**src/rtl/pencoder_pkg.sv**
```systemverilog
// rtl/pencoder_pkg.sv - shared types and constants for the priority scan encoder
package pencoder_pkg;

    typedef enum logic {
        IDLE = 1'b0,
        SCAN = 1'b1
    } state_e;

    localparam int PRIO_MSB_FIRST = 1;
    localparam int PRIO_LSB_FIRST = 0;

endpackage

```
**src/rtl/pencoder_prio_enc.sv**
```systemverilog
// rtl/pencoder_prio_enc.sv - combinational parametrised priority encoder
module prio_enc
    import pencoder_pkg::*;
#(
    parameter  int WIDTH     = 8,
    parameter  int MSB_FIRST = PRIO_MSB_FIRST,
    localparam int IDX_W     = $clog2(WIDTH)
) (
    input  logic [WIDTH-1:0] vec,
    output logic [IDX_W-1:0] idx,
    output logic             any
);

    // The loop direction makes the winning bit the last one visited.
    always_comb begin
        idx = '0;
        any = |vec;
        if (MSB_FIRST != PRIO_LSB_FIRST) begin
            for (int i = 0; i < WIDTH; i++) begin
                if (vec[i]) idx = IDX_W'(i);
            end
        end else begin
            for (int i = WIDTH - 1; i >= 0; i--) begin
                if (vec[i]) idx = IDX_W'(i);
            end
        end
    end

endmodule

```
**src/rtl/pencoder_scan.sv**
```systemverilog
// rtl/pencoder_scan.sv - emits the index of every set request bit, one per beat, in priority order
module pencoder_scan
    import pencoder_pkg::*;
#(
    parameter  int WIDTH     = 8,
    parameter  int MSB_FIRST = PRIO_MSB_FIRST,
    localparam int IDX_W     = $clog2(WIDTH)
) (
    input  logic             clk,
    input  logic             rst,
    input  logic             in_valid,
    output logic             in_ready,
    input  logic [WIDTH-1:0] in_vec,
    output logic             out_valid,
    input  logic             out_ready,
    output logic [IDX_W-1:0] out_idx,
    output logic             out_last,
    output logic             out_none
);

    state_e           state_q, state_d;
    logic [WIDTH-1:0] pending_q, pending_d;
    logic             none_q, none_d;

    logic [IDX_W-1:0] enc_idx;
    logic             enc_any;
    logic             single;
    logic             beat;
    logic             accept;
    logic [WIDTH-1:0] clr_mask;

    prio_enc #(
        .WIDTH     (WIDTH),
        .MSB_FIRST (MSB_FIRST)
    ) u_prio_enc (
        .vec (pending_q),
        .idx (enc_idx),
        .any (enc_any)
    );

    assign single   = enc_any && ((pending_q & (pending_q - WIDTH'(1))) == '0);
    assign clr_mask = WIDTH'(1) << enc_idx;

    assign out_valid = (state_q == SCAN);
    assign out_idx   = none_q ? '0 : enc_idx;
    assign out_last  = out_valid && (single || none_q);
    assign out_none  = out_valid && none_q;

    assign beat     = out_valid && out_ready;
    assign in_ready = (state_q == IDLE) || (beat && out_last);
    assign accept   = in_valid && in_ready;

    // An accept on the final beat overrides the return to IDLE, giving no bubble.
    always_comb begin
        state_d   = state_q;
        pending_d = pending_q;
        none_d    = none_q;
        if (beat) begin
            pending_d = pending_q & ~clr_mask;
            if (out_last) begin
                state_d = IDLE;
                none_d  = 1'b0;
            end
        end
        if (accept) begin
            pending_d = in_vec;
            none_d    = (in_vec == '0);
            state_d   = SCAN;
        end
    end

    always_ff @(posedge clk) begin
        if (rst) begin
            state_q   <= IDLE;
            pending_q <= '0;
            none_q    <= 1'b0;
        end else begin
            state_q   <= state_d;
            pending_q <= pending_d;
            none_q    <= none_d;
        end
    end

endmodule

```
**config.mk**
```make
export PLATFORM = sky130hd
export DESIGN_NAME = pencoder_scan
export DESIGN_NICKNAME = d
export VERILOG_FILES = /design/src/rtl/pencoder_pkg.sv /design/src/rtl/pencoder_prio_enc.sv /design/src/rtl/pencoder_scan.sv
export SDC_FILE = /design/constraint.sdc
export NUM_CORES = 1
export LEC_CHECK = 0
export ABC_AREA = 1
export BUFFER_PORTS_ARGS = -buffer_cell sky130_fd_sc_hd__clkbuf_2
export CAP_MARGIN = 20
export CORE_MARGIN = 2
export CORE_UTILIZATION = 53
export CTS_CLUSTER_SIZE = 10
export DETAILED_ROUTE_END_ITERATION = 12
export PLACE_DENSITY = 0.92
export SETUP_SLACK_MARGIN = 0.15
export SLEW_MARGIN = 25
export SYNTH_ARGS = -nofsm -noshare
export SYNTH_HDL_FRONTEND = slang
export SYNTH_SLANG_ARGS = --single-unit
```
**constraint.sdc**
```tcl
create_clock -name clk -period 2.5 [get_ports clk]
set_clock_uncertainty 0.05 [all_clocks]
set_input_delay 0.5 -clock clk [delete_from_list [all_inputs] [get_ports clk]]
set_output_delay 0.5 -clock clk [all_outputs]
set_load 0.02 [all_outputs]
```
[Word-level counts from Yosys, hierarchy flattened]
Index checks and enable logic that the tools add are counted.
Word-level totals
  flip-flop bits (word level): 10
  input bits: 12
  output and inout bits: 7
  logic and storage cells: 37
Cells by class
  add/sub/neg operators: 1
  shift operators: 1
  mux-type cells: 14
  bitwise logic cells: 4
  reductions and logical operators: 14
Operator list (count)
  8-bit AND: 2
  8-bit logical NOT: 2
  8-bit 2-to-1 mux: 2
  3-bit 2-to-1 mux: 5
  8-bit NOT: 1
  8-bit OR reduction: 1
  1-bit by 3-bit left shift with 8-bit output, first input constant: 1
  8-bit by 1-bit subtractor with 8-bit output, second input constant: 1
  1-bit logical AND: 6
  1-bit 2-to-1 mux: 5
  2-bit 2-to-1 mux: 2
  2-bit nonzero test: 2
  1-bit logical OR: 2
  2-bit AND reduction: 1
  1-bit NOT: 1

[Longest topological paths before layout]
Gate-level depths: netlist of run 1.
  depth after elaboration: 12
  mapped depth: 13
  gate-level depth less buffers: 13

[Cells and area by module]
Synthesis of run 1 repeated with hierarchy kept, for this count alone.
Unflattened totals
  cell total of the unflattened synthesis: 137
  area, all modules: 788.3 sq um
By module, submodules not included
  pencoder_scan: times used 1, cells each 117, area each 710.7 sq um
  prio_enc: times used 1, cells each 20, area each 77.6 sq um

[Least setup slack after synthesis of run 1]
Ideal clock, no wire load.
  path kind: flip-flop to output port
  start point: register state_q (netlist: out_valid)
  end point: output port in_ready
  data arrival time: 1.294 ns
  data required time: 1.950 ns
  setup slack: 0.656 ns
  stages on the path, launching flop included: 9
  buffers on the path: 0
  path through: dfxtp_1 inv_1 a21oi_2 nand2_1 nor2_2 nand3_1 nand2_2 nand2_2 nand2_4
On the way
  longest elaborated chain between the ends: 3
  elaborated cells between the ends (all ways): 5
  those cells by class: bitwise: 1; reduce/logical: 4
RTL lines
  start, declared: line pencoder_scan.sv:21  | state_e state_q, state_d;
  start signal, assigned: line pencoder_scan.sv:78  | state_q <= state_d;
  1-bit logical AND: line pencoder_scan.sv:46  | assign out_last = out_valid && (single || none_q);
  via out_last: line pencoder_scan.sv:17  | output logic out_last,
  1-bit logical AND: line pencoder_scan.sv:50  | assign in_ready = (state_q == IDLE) || (beat && out_last);
  1-bit logical OR: line pencoder_scan.sv:50
  end, declared: line pencoder_scan.sv:12  | output logic in_ready,
The timed path passes the listed nets, and every way through them passes these cells.

[Worst setup path after layout of run 1]
  start point: register state_q (netlist: out_valid)
  end point: output port in_ready
On the way
  longest elaborated chain between the ends: 3
  elaborated cells between the ends (all ways): 5
  those cells by class: bitwise: 1; reduce/logical: 4
RTL lines (line)
  1-bit logical AND, on equally long branches: pencoder_scan.sv:49, pencoder_scan.sv:46
  1-bit logical AND: pencoder_scan.sv:50
  1-bit logical OR *: pencoder_scan.sv:50
Every way passes the cells marked *; elsewhere a longest branch is shown, timed or not.

==> results of run 1 <==
cells in the mapped netlist (2+ instances only):
library cell and n:
sky130_fd_sc_hd__nor4_1 2, sky130_fd_sc_hd__a21oi_1 14, sky130_fd_sc_hd__nand2_2 3, sky130_fd_sc_hd__nand2_4 2, sky130_fd_sc_hd__o21ai_0 3, sky130_fd_sc_hd__nand3_1 17, sky130_fd_sc_hd__dfxtp_1 10, sky130_fd_sc_hd__nor2_2 2
sky130_fd_sc_hd__o31ai_1 2, sky130_fd_sc_hd__nand2_1 29, sky130_fd_sc_hd__nor2_1 8, sky130_fd_sc_hd__inv_1 16
sequential cells by signal, indices dropped and copies added, names as in the netlist:
name / count
pending_q: 8
out_valid: 1
none_q: 1
area by class of cell:
type                       count  share of cell area [%]
timing repair buffer          18                    10.8
multi-input combinational     86                    51.0
inverter                      17                    7.63
tap                           15                    2.25
clock buffer                   4                    4.34
sequential                    10                    24.0
metrics by stage:
stage                     setup WS (ns)  hold WS [ns]  instances  utilization [%]
after floorplan                   0.656         0.422        115                -
after global placement            0.639         0.450        146             63.0
after detailed placement          0.618         0.447        146             63.0
after CTS                         0.310         0.417        150             65.9
after global routing              0.160         0.436        150             65.9
final                             0.309         0.423        150             65.9
where the power goes:
part           internal, mW  switching, mW
clock network        0.0886         0.0615
logic                0.0509         0.0973
registers             0.170         0.0164
cells by family (layout without fill, tap and decap cells):
kind of cell	count (synthesis)	in the layout	share of synthesized area, %
simple gates	64	64	43.1
compound gates	22	22	17.9
buf+inv	19	39	10.4
flops	10	10	28.6
worst paths after layout:
path	startpoint	to	slack [ns]	depth (start not counted)
min	in_vec[7]	pending_q[7]	0.42	3
max	out_valid	in_ready	0.31	9
min reg2reg	pending_q[0]	pending_q[0]	0.46	2
max reg2reg	pending_q[4]	pending_q[1]	0.82	12
worst reg2reg max path: cells and delay by family (launching register included):
family | cells | cell delay [ns]
DFF | 1 | 0.36
AOI/OAI and AO/OA | 1 | 0.06
and+or+nand+nor | 11 | 1.09
layer usage:
metal | global-route usage (%) | vias up
met3 | 5.00 | 5
met4 | 12.5 | 0
met5 | 0 | -
met2 | 45.6 | 41
li1 | - | 413
met1 | 30.8 | 364
==> flow_metrics.tcl, run 1 <==
set metrics [dict create \
    run_status "complete, no violations" \
    floorplan.initialDensity_pct 55.1 \
    via_count_of_the_first_global_routing_pass 683 \
    cts_repair_resize_count 0 \
    setup_viol_count_final 0 \
    slew_headroom_pct 75.9 \
    grt_first_pass_wirelength_mm 2.75 \
    cts.hold.buffers_added 0 \
    layout.cells.most_common "sky130_fd_sc_hd__nand2_1" \
    synth_top_flop_cell "sky130_fd_sc_hd__dfxtp_1" \
    worstSetupPathType "reg -> out" \
    m1WireLength_um 710 \
    fmax_mhz 456 \
    mappedNetlistArea_um2 699 \
    antenna_found_initial 0 \
    area.growth.synth_to_final_pct 19.5 \
    clk_pin_slew_worst_paths_ns 0.07 \
    totalNegativeSetupSlack_ns 0 \
    gpl.final_weighted_congestion 0.793 \
    cp_slowest_stage_delay_ns 0.49 \
    share_of_post_route_cells_with_drive_strength_above_1_pct 24.4 \
    antenna_violating_nets_post_route 0 \
    totalWireLength_mm 1.74 \
    worst_slew_pin_slew_ns 0.361 \
    cp_slowest_cell "sky130_fd_sc_hd__dfxtp_1" \
    synth.lib_cells_used.distinct 19 \
    design.portCount 19 \
    critPathArrivalTime_ns 1.64 \
    max-vdd-ir-drop_mv 0.300 \
    route.met2.wl_um 858 \
    die_height_um 40.3 \
    regArea_um2 200 \
    firstDrtPassIters 4 \
    worstPathBufferInverterCount 2 \
    holdCritPathClass "in -> reg" \
    critical-path-top-cell-by-count "sky130_fd_sc_hd__nand2_2" \
    post-cts-setup-buffers 0 \
    powerDensity_nw_per_um2 579 \
    grtUsageTotal_pct 26.4 \
    portBuffers 18 \
    rsz0062_at_grt "false" \
    num_antenna_cells 0 \
    synthDominantCellAreaShare_pct 28.6 \
    routed-via-count 823 \
    detail_route.wl_per_cell_um 11.6 \
    avgSynthCellArea_um2 6.08 \
    power.static_leakage_nw 0.431 \
    synth-edff-count 0 \
    synth-warning-count 0 \
    path_max_fanout 10 \
    clock_period_minus_final_worst_setup_slack_ns 2.19 \
    detail_route.vias_per_cell 5.49 \
    report.power.total_mw 0.484 \
    overflow 0 \
    ffs_latches_synth 10 \
    finalNetCount 148 \
    chipWidth_um 40.3 \
    ys_seq_area_share_pct 28.6 \
    core_box_area_um2 1270 \
    yosys-top-cells-area "sky130_fd_sc_hd__dfxtp_1 29%, sky130_fd_sc_hd__nand2_1 16%, sky130_fd_sc_hd__nand3_1 12%" \
    cts_buffer_depth 2 \
    cts_made_buffers 3 \
    layout.cells.most_common_list "29 x sky130_fd_sc_hd__nand2_1, 18 x sky130_fd_sc_hd__clkbuf_2, 17 x sky130_fd_sc_hd__nand3_1, 16 x sky130_fd_sc_hd__inv_1, 14 x sky130_fd_sc_hd__a21oi_1" \
    placed_cell_area_um2 800 \
    setup.worst_path.end_class "primary output" \
    maxSlewViolCount 0 \
    detailedPlacementHpwl_mm 1.32 \
    final_design_area_no_fill_um2 836 \
    required_ns 1.95 \
    dr_wl_met3_um 133 \
    number_of_failing_hold_endpoints_at_the_final_stage 0 \
    path_cells "inv_1 > a21oi_2 > nand2_1 > nor2_2 > nand3_1 > nand2_2 > nand2_2 > nand2_4 > clkbuf_2" \
    htree_levels 1 \
    postSynthNetCount 127 \
    largest_delay_share_family_worst_path "flip-flops" \
    max-cap-violations 0 \
    detail_route.drc_violations 0 \
    multi_input_gate_area_um2 427 \
    synth_area_leader_cell "sky130_fd_sc_hd__dfxtp_1" \
    clock_sinks 10 \
    pin_count_of_the_biggest_net_entering_global_routing 11 \
    finalCritPeriodShare_pct 87.6 \
    placementRows 13 \
    netlist_instances 115 \
    cts_root_buf "sky130_fd_sc_hd__clkbuf_4" \
    die_area_um2 1630 \
    top_layer_used "met4" \
    worstSkewPairLatency_ns 0.27 \
    setup.worst_path.start_class "register" \
    synthArstFlopShare_pct 0 \
    cts_tree "done" \
    num-fill-cells 124 \
    drt_iter0_markers 36 \
]
Note: power is estimated with default switching activity, not from simulation.
==> inputs of run 2 (changes only) <==
CORE_MARGIN = 10   (was 2)
CORE_UTILIZATION = 50   (was 53)
PLACE_DENSITY = 0.88   (was 0.92)
clock period = 2.25 ns   (was 2.5 ns; I/O delays follow)
==> flow_metrics.tcl, run 2 (same netlist as run 1, synthesis figures left out) <==
set metrics [dict create \
    num-fill-cells 127 \
    clock_period_minus_final_worst_setup_slack_ns 2.03 \
    detail_route.wl_per_cell_um 12.7 \
    core_box_area_um2 1320 \
    die_area_um2 3290 \
    clock_sinks 10 \
    hold_start "in_vec[7]" \
    worstReg2RegEnd "pending_q[4]" \
    global_route.usage.met1_pct 14.9 \
    layout.cells.most_common_list "29 x sky130_fd_sc_hd__nand2_1, 17 x sky130_fd_sc_hd__nand3_1, 17 x sky130_fd_sc_hd__clkbuf_2, 16 x sky130_fd_sc_hd__inv_1, 13 x sky130_fd_sc_hd__a21oi_1" \
    fmax_mhz 493 \
    floorplan.initialDensity_pct 53.1 \
    required_ns 1.75 \
    number_of_failing_hold_endpoints_at_the_final_stage 0 \
    critPathArrivalTime_ns 1.53 \
    grt_most_used_layer "met1" \
    routed-via-count 840 \
    totalWireLength_mm 1.96 \
    die_height_um 57.4 \
    overflow 0 \
    worst-r2r-setup-slack_ns 0.52 \
    clk_pin_slew_worst_paths_ns 0.06 \
    reg_to_reg_critical_path_startpoint "pending_q[7]" \
    htree_levels 1 \
    detail_route.vias_per_cell 5.45 \
    area.growth.synth_to_final_pct 29.2 \
    setup.worst_path.start_class "register" \
    holdCritPathClass "in -> reg" \
    setup_viol_count_final 0 \
    critPathLaunch "pending_q[7]" \
    largest_register "pending_q" \
    timing.final.ws_setup_ns 0.221 \
    setup.worst_path.end_class "primary output" \
    run_status "complete, no violations" \
    setup.worst_path.end "in_ready" \
    worstSkewPairLatency_ns 0.27 \
    r2r_cells 12 \
    design.portCount 19 \
    cts_made_buffers 3 \
    worst_hold_slack_ns 0.385 \
    power.static_leakage_nw 0.462 \
    utilization_pct 68.6 \
    totalNegativeSetupSlack_ns 0 \
    slew_headroom_pct 78.7 \
    drt_iter0_markers 20 \
    cts_root_buf "sky130_fd_sc_hd__clkbuf_4" \
    share_of_post_route_cells_with_drive_strength_above_1_pct 33.8 \
    gpl.final_weighted_congestion 0.946 \
    grt_first_pass_wirelength_mm 2.99 \
    worstSetupPathType "reg -> out" \
    worst_slew_pin_slew_ns 0.319 \
    cts_buffer_depth 2 \
    finalCritPeriodShare_pct 90.2 \
    maxSlewViolCount 0 \
    antenna_violating_nets_post_route 0 \
    max-vdd-ir-drop_mv 0.457 \
    max-cap-violations 0 \
    chipWidth_um 57.4 \
    grt_util_met3_pct 3.76 \
    groute.layer.met2.usage_pct 14.3 \
    layout.cells.most_common "sky130_fd_sc_hd__nand2_1" \
    portBuffers 18 \
    cts_tree "done" \
    largest_reg_flops 8 \
    pin_count_of_the_biggest_net_entering_global_routing 11 \
    rsz0062_at_grt "false" \
    powerDensity_nw_per_um2 617 \
    firstDrtPassIters 4 \
    grtUsageTotal_pct 10.8 \
    num_antenna_cells 0 \
    path_max_fanout 6 \
    detail_route.drc_violations 0 \
    place_worst_setup_slack_ns 0.359 \
    finalNetCount 152 \
    antenna_found_initial 0 \
    detailedPlacementHpwl_mm 1.39 \
    via_count_of_the_first_global_routing_pass 701 \
    placementRows 13 \
]
[run 2: layout make-up]
class | instances | area, um2 | area share [%]
multi-input combinational | 86 | 449 | 49.7
sequential | 10 | 213 | 23.5
timing repair buffer | 22 | 123 | 13.6
inverter | 17 | 63.8 | 7.06
clock buffer | 4 | 36.3 | 4.02
tap | 15 | 18.8 | 2.08
[run 2: per-layer routing]
layer / share of wire [%] / up-vias
met3: 8.5 / 5
met2: 44 / 39
met5: 0 / -
li1: - / 426
met1: 46 / 370
met4: 1.9 / 0
[run 2: repair_timing]
action | in CTS | in global routing
pin swaps | 0 | 4
gates resized for setup | 2 | 14
hold buffers | 0 | 0
endpoints found under the setup margin | 1 | 2
buffers inserted | 0 | 4
[run 2: worst min path at each step]
stage / endpoint / slack (ns) / depth (start not counted)
after detailed placement: pending_q[0] / 0.44 / 2
after CTS: pending_q[7] / 0.39 / 3
after global routing: pending_q[7] / 0.38 / 3
after floorplan: pending_q[0] / 0.42 / 2
final: pending_q[7] / 0.38 / 3
after global placement: pending_q[0] / 0.44 / 2
[run 2: per-stage QoR]
step                      power (mW)  cell area (um2)  cells
after floorplan                0.326              699    115
after global placement         0.371              800    146
after detailed placement       0.374              800    146
after CTS                      0.536              842    150
after global routing           0.601              903    154
final                          0.558              903    154
[run 2: report_power, final]
group          switching (mW)  internal (mW)
clock network          0.0632         0.0984
registers              0.0195          0.189
logic                   0.117         0.0707
[run 2: worst max-delay path, stage by stage, from the launching register on]
cell	delay, ns
sky130_fd_sc_hd__dfxtp_4	0.37
sky130_fd_sc_hd__nor2_4	0.20
sky130_fd_sc_hd__nand2_4	0.09
sky130_fd_sc_hd__nor2_2	0.08
sky130_fd_sc_hd__nor2_1	0.05
sky130_fd_sc_hd__nand3_1	0.08
sky130_fd_sc_hd__nand2_2	0.07
sky130_fd_sc_hd__nand2_2	0.08
sky130_fd_sc_hd__nand2_4	0.07
sky130_fd_sc_hd__buf_4	0.16
==> inputs of run 3 (changes only) <==
CORE_MARGIN = 5   (was 10)
==> flow_metrics.tcl, run 3 (same netlist as run 1, synthesis figures left out) <==
set metrics [dict create \
    chipWidth_um 47.4 \
    area.growth.synth_to_final_pct 22.2 \
    setup.worst_path.start_class "register" \
    critPathArrivalTime_ns 1.52 \
    placementRows 13 \
    grt_first_pass_wirelength_mm 2.90 \
    timing.hold.worst_path_depth 3 \
    antenna_violating_nets_post_route 0 \
    totalWireLength_mm 1.74 \
    firstDrtPassIters 4 \
    sw_frac_of_total_pct 35.3 \
    fraction_of_power_consumed_by_the_clock_network_pct 29.9 \
    route.met2.wl_um 815 \
    floorplan.initialDensity_pct 53.1 \
    totalNegativeSetupSlack_ns 0 \
    worst_slew_pin_slew_ns 0.325 \
    detail_route.wl_per_cell_um 11.6 \
    grtUsageTotal_pct 17.9 \
    via_count_of_the_first_global_routing_pass 680 \
    worstSetupPathType "reg -> out" \
    report.power.total_mw 0.535 \
    slew_headroom_pct 78.4 \
    core_box_area_um2 1320 \
    setup.worst_path.end_class "primary output" \
    netSwitchingPower_mw 0.189 \
    worst-r2r-setup-slack_ns 0.66 \
    setup_viol_count_final 0 \
    dr_wl_met3_um 185 \
    holdCritPathClass "in -> reg" \
    required_ns 1.75 \
    antenna_found_initial 0 \
    powerDensity_nw_per_um2 626 \
    largest_register "pending_q" \
    layout.cells.most_common_list "29 x sky130_fd_sc_hd__nand2_1, 18 x sky130_fd_sc_hd__clkbuf_2, 17 x sky130_fd_sc_hd__nand3_1, 16 x sky130_fd_sc_hd__inv_1, 14 x sky130_fd_sc_hd__a21oi_1" \
    layout.cells.most_common "sky130_fd_sc_hd__nand2_1" \
    overflow 0 \
    finalCritPeriodShare_pct 89.7 \
    maxSlewViolCount 0 \
    largest_reg_flops 8 \
    num_antenna_cells 0 \
    max-vdd-ir-drop_mv 0.438 \
    pin_count_of_the_biggest_net_entering_global_routing 11 \
    max-cap-violations 0 \
    fmax_mhz 496 \
    design.portCount 19 \
    number_of_failing_hold_endpoints_at_the_final_stage 0 \
    top_layer_used "met4" \
    routed-via-count 812 \
    clk_pin_slew_worst_paths_ns 0.07 \
    die_area_um2 2250 \
    cts_root_buf "sky130_fd_sc_hd__clkbuf_4" \
    cts_buffer_depth 2 \
    m1WireLength_um 738 \
    cts_tree "done" \
    clock_period_minus_final_worst_setup_slack_ns 2.02 \
    detail_route.vias_per_cell 5.41 \
    p_seq_share_pct 39.1 \
    htree_levels 1 \
    portBuffers 18 \
    power.static_leakage_nw 0.441 \
    run_status "complete, no violations" \
    rsz0062_at_grt "true" \
    multi_input_gate_area_um2 435 \
    gpl.final_weighted_congestion 0.947 \
    worstSkewPairLatency_ns 0.26 \
    cts_made_buffers 3 \
    power_report.internal_total_mw 0.346 \
    die_height_um 47.4 \
    path_max_fanout 10 \
    share_of_post_route_cells_with_drive_strength_above_1_pct 29.6 \
    clock_sinks 10 \
    detailedPlacementHpwl_mm 1.38 \
    finalNetCount 148 \
    p_comb_share_pct 31.0 \
    drt_iter0_markers 39 \
    r2r_cells 11 \
    detail_route.drc_violations 0 \
    regArea_um2 210 \
    num-fill-cells 126 \
]
## run 3: cell count changes in the layout (fill, tap and decap cells not counted), sizes merged
cell    change
buf         -5
clkbuf      +1
## run 3: through the flow
step	hold WS, ns	area [um2]	std cells	utilization, %	worst slack [ns]
after floorplan	0.422	699	115	-	0.456
after global placement	0.453	800	146	60.7	0.418
after detailed placement	0.464	800	146	60.7	0.401
after CTS	0.386	842	150	63.9	0.170
after global routing	0.402	855	150	64.9	0.142
final	0.378	855	150	64.9	0.233
## run 3: worst max-delay path, stage by stage (launching register included)
cell and delay (ns):
sky130_fd_sc_hd__dfxtp_1 0.35, sky130_fd_sc_hd__nor2_1 0.19, sky130_fd_sc_hd__nor2_1 0.08, sky130_fd_sc_hd__nor2_2 0.11, sky130_fd_sc_hd__nand3_1 0.09, sky130_fd_sc_hd__nand2_2 0.08, sky130_fd_sc_hd__nand2_2 0.06, sky130_fd_sc_hd__nand2_4 0.11
sky130_fd_sc_hd__clkbuf_2 0.19
## run 3: cell type report
type,count,area share [%]
clock buffers,4,4.25
multi-input cells,86,51.0
repair buffers,18,10.5
inverters,17,7.47
flip-flops and latches,10,24.6
well taps,15,2.20
## run 3: per-layer routing
metal  track usage (%)  vias up
li1                  -      417
met1              23.3      345
met2              30.2       48
met3              3.45        2
met4              4.42        0
met5                 0        -
## run 3: repair_timing
action / CTS / global route
gates resized for setup: 2 / 7
setup buffers: 0 / 0
hold buffers: 0 / 0
endpoints found under the hold margin: 0 / 0
endpoints found under the setup margin: 1 / 2
## run 3: path summary, 6_finish.rpt
| kind | startpoint | endpoint |
|---|---|---|
| min | in_vec[7] | pending_q[7] |
| max reg2reg | pending_q[3] | none_q |
| max | pending_q[3] | in_ready |
| min reg2reg | pending_q[2] | pending_q[2] |
## run 3: power groups by stage
stage               combinational, mW  clock (mW)  sequential (mW)
finish                          0.166       0.160            0.209
global route                    0.186       0.170            0.211
CTS                             0.166       0.159            0.207
global placement                0.160           0            0.209
floorplan                       0.118           0            0.208
detailed placement              0.164           0            0.210
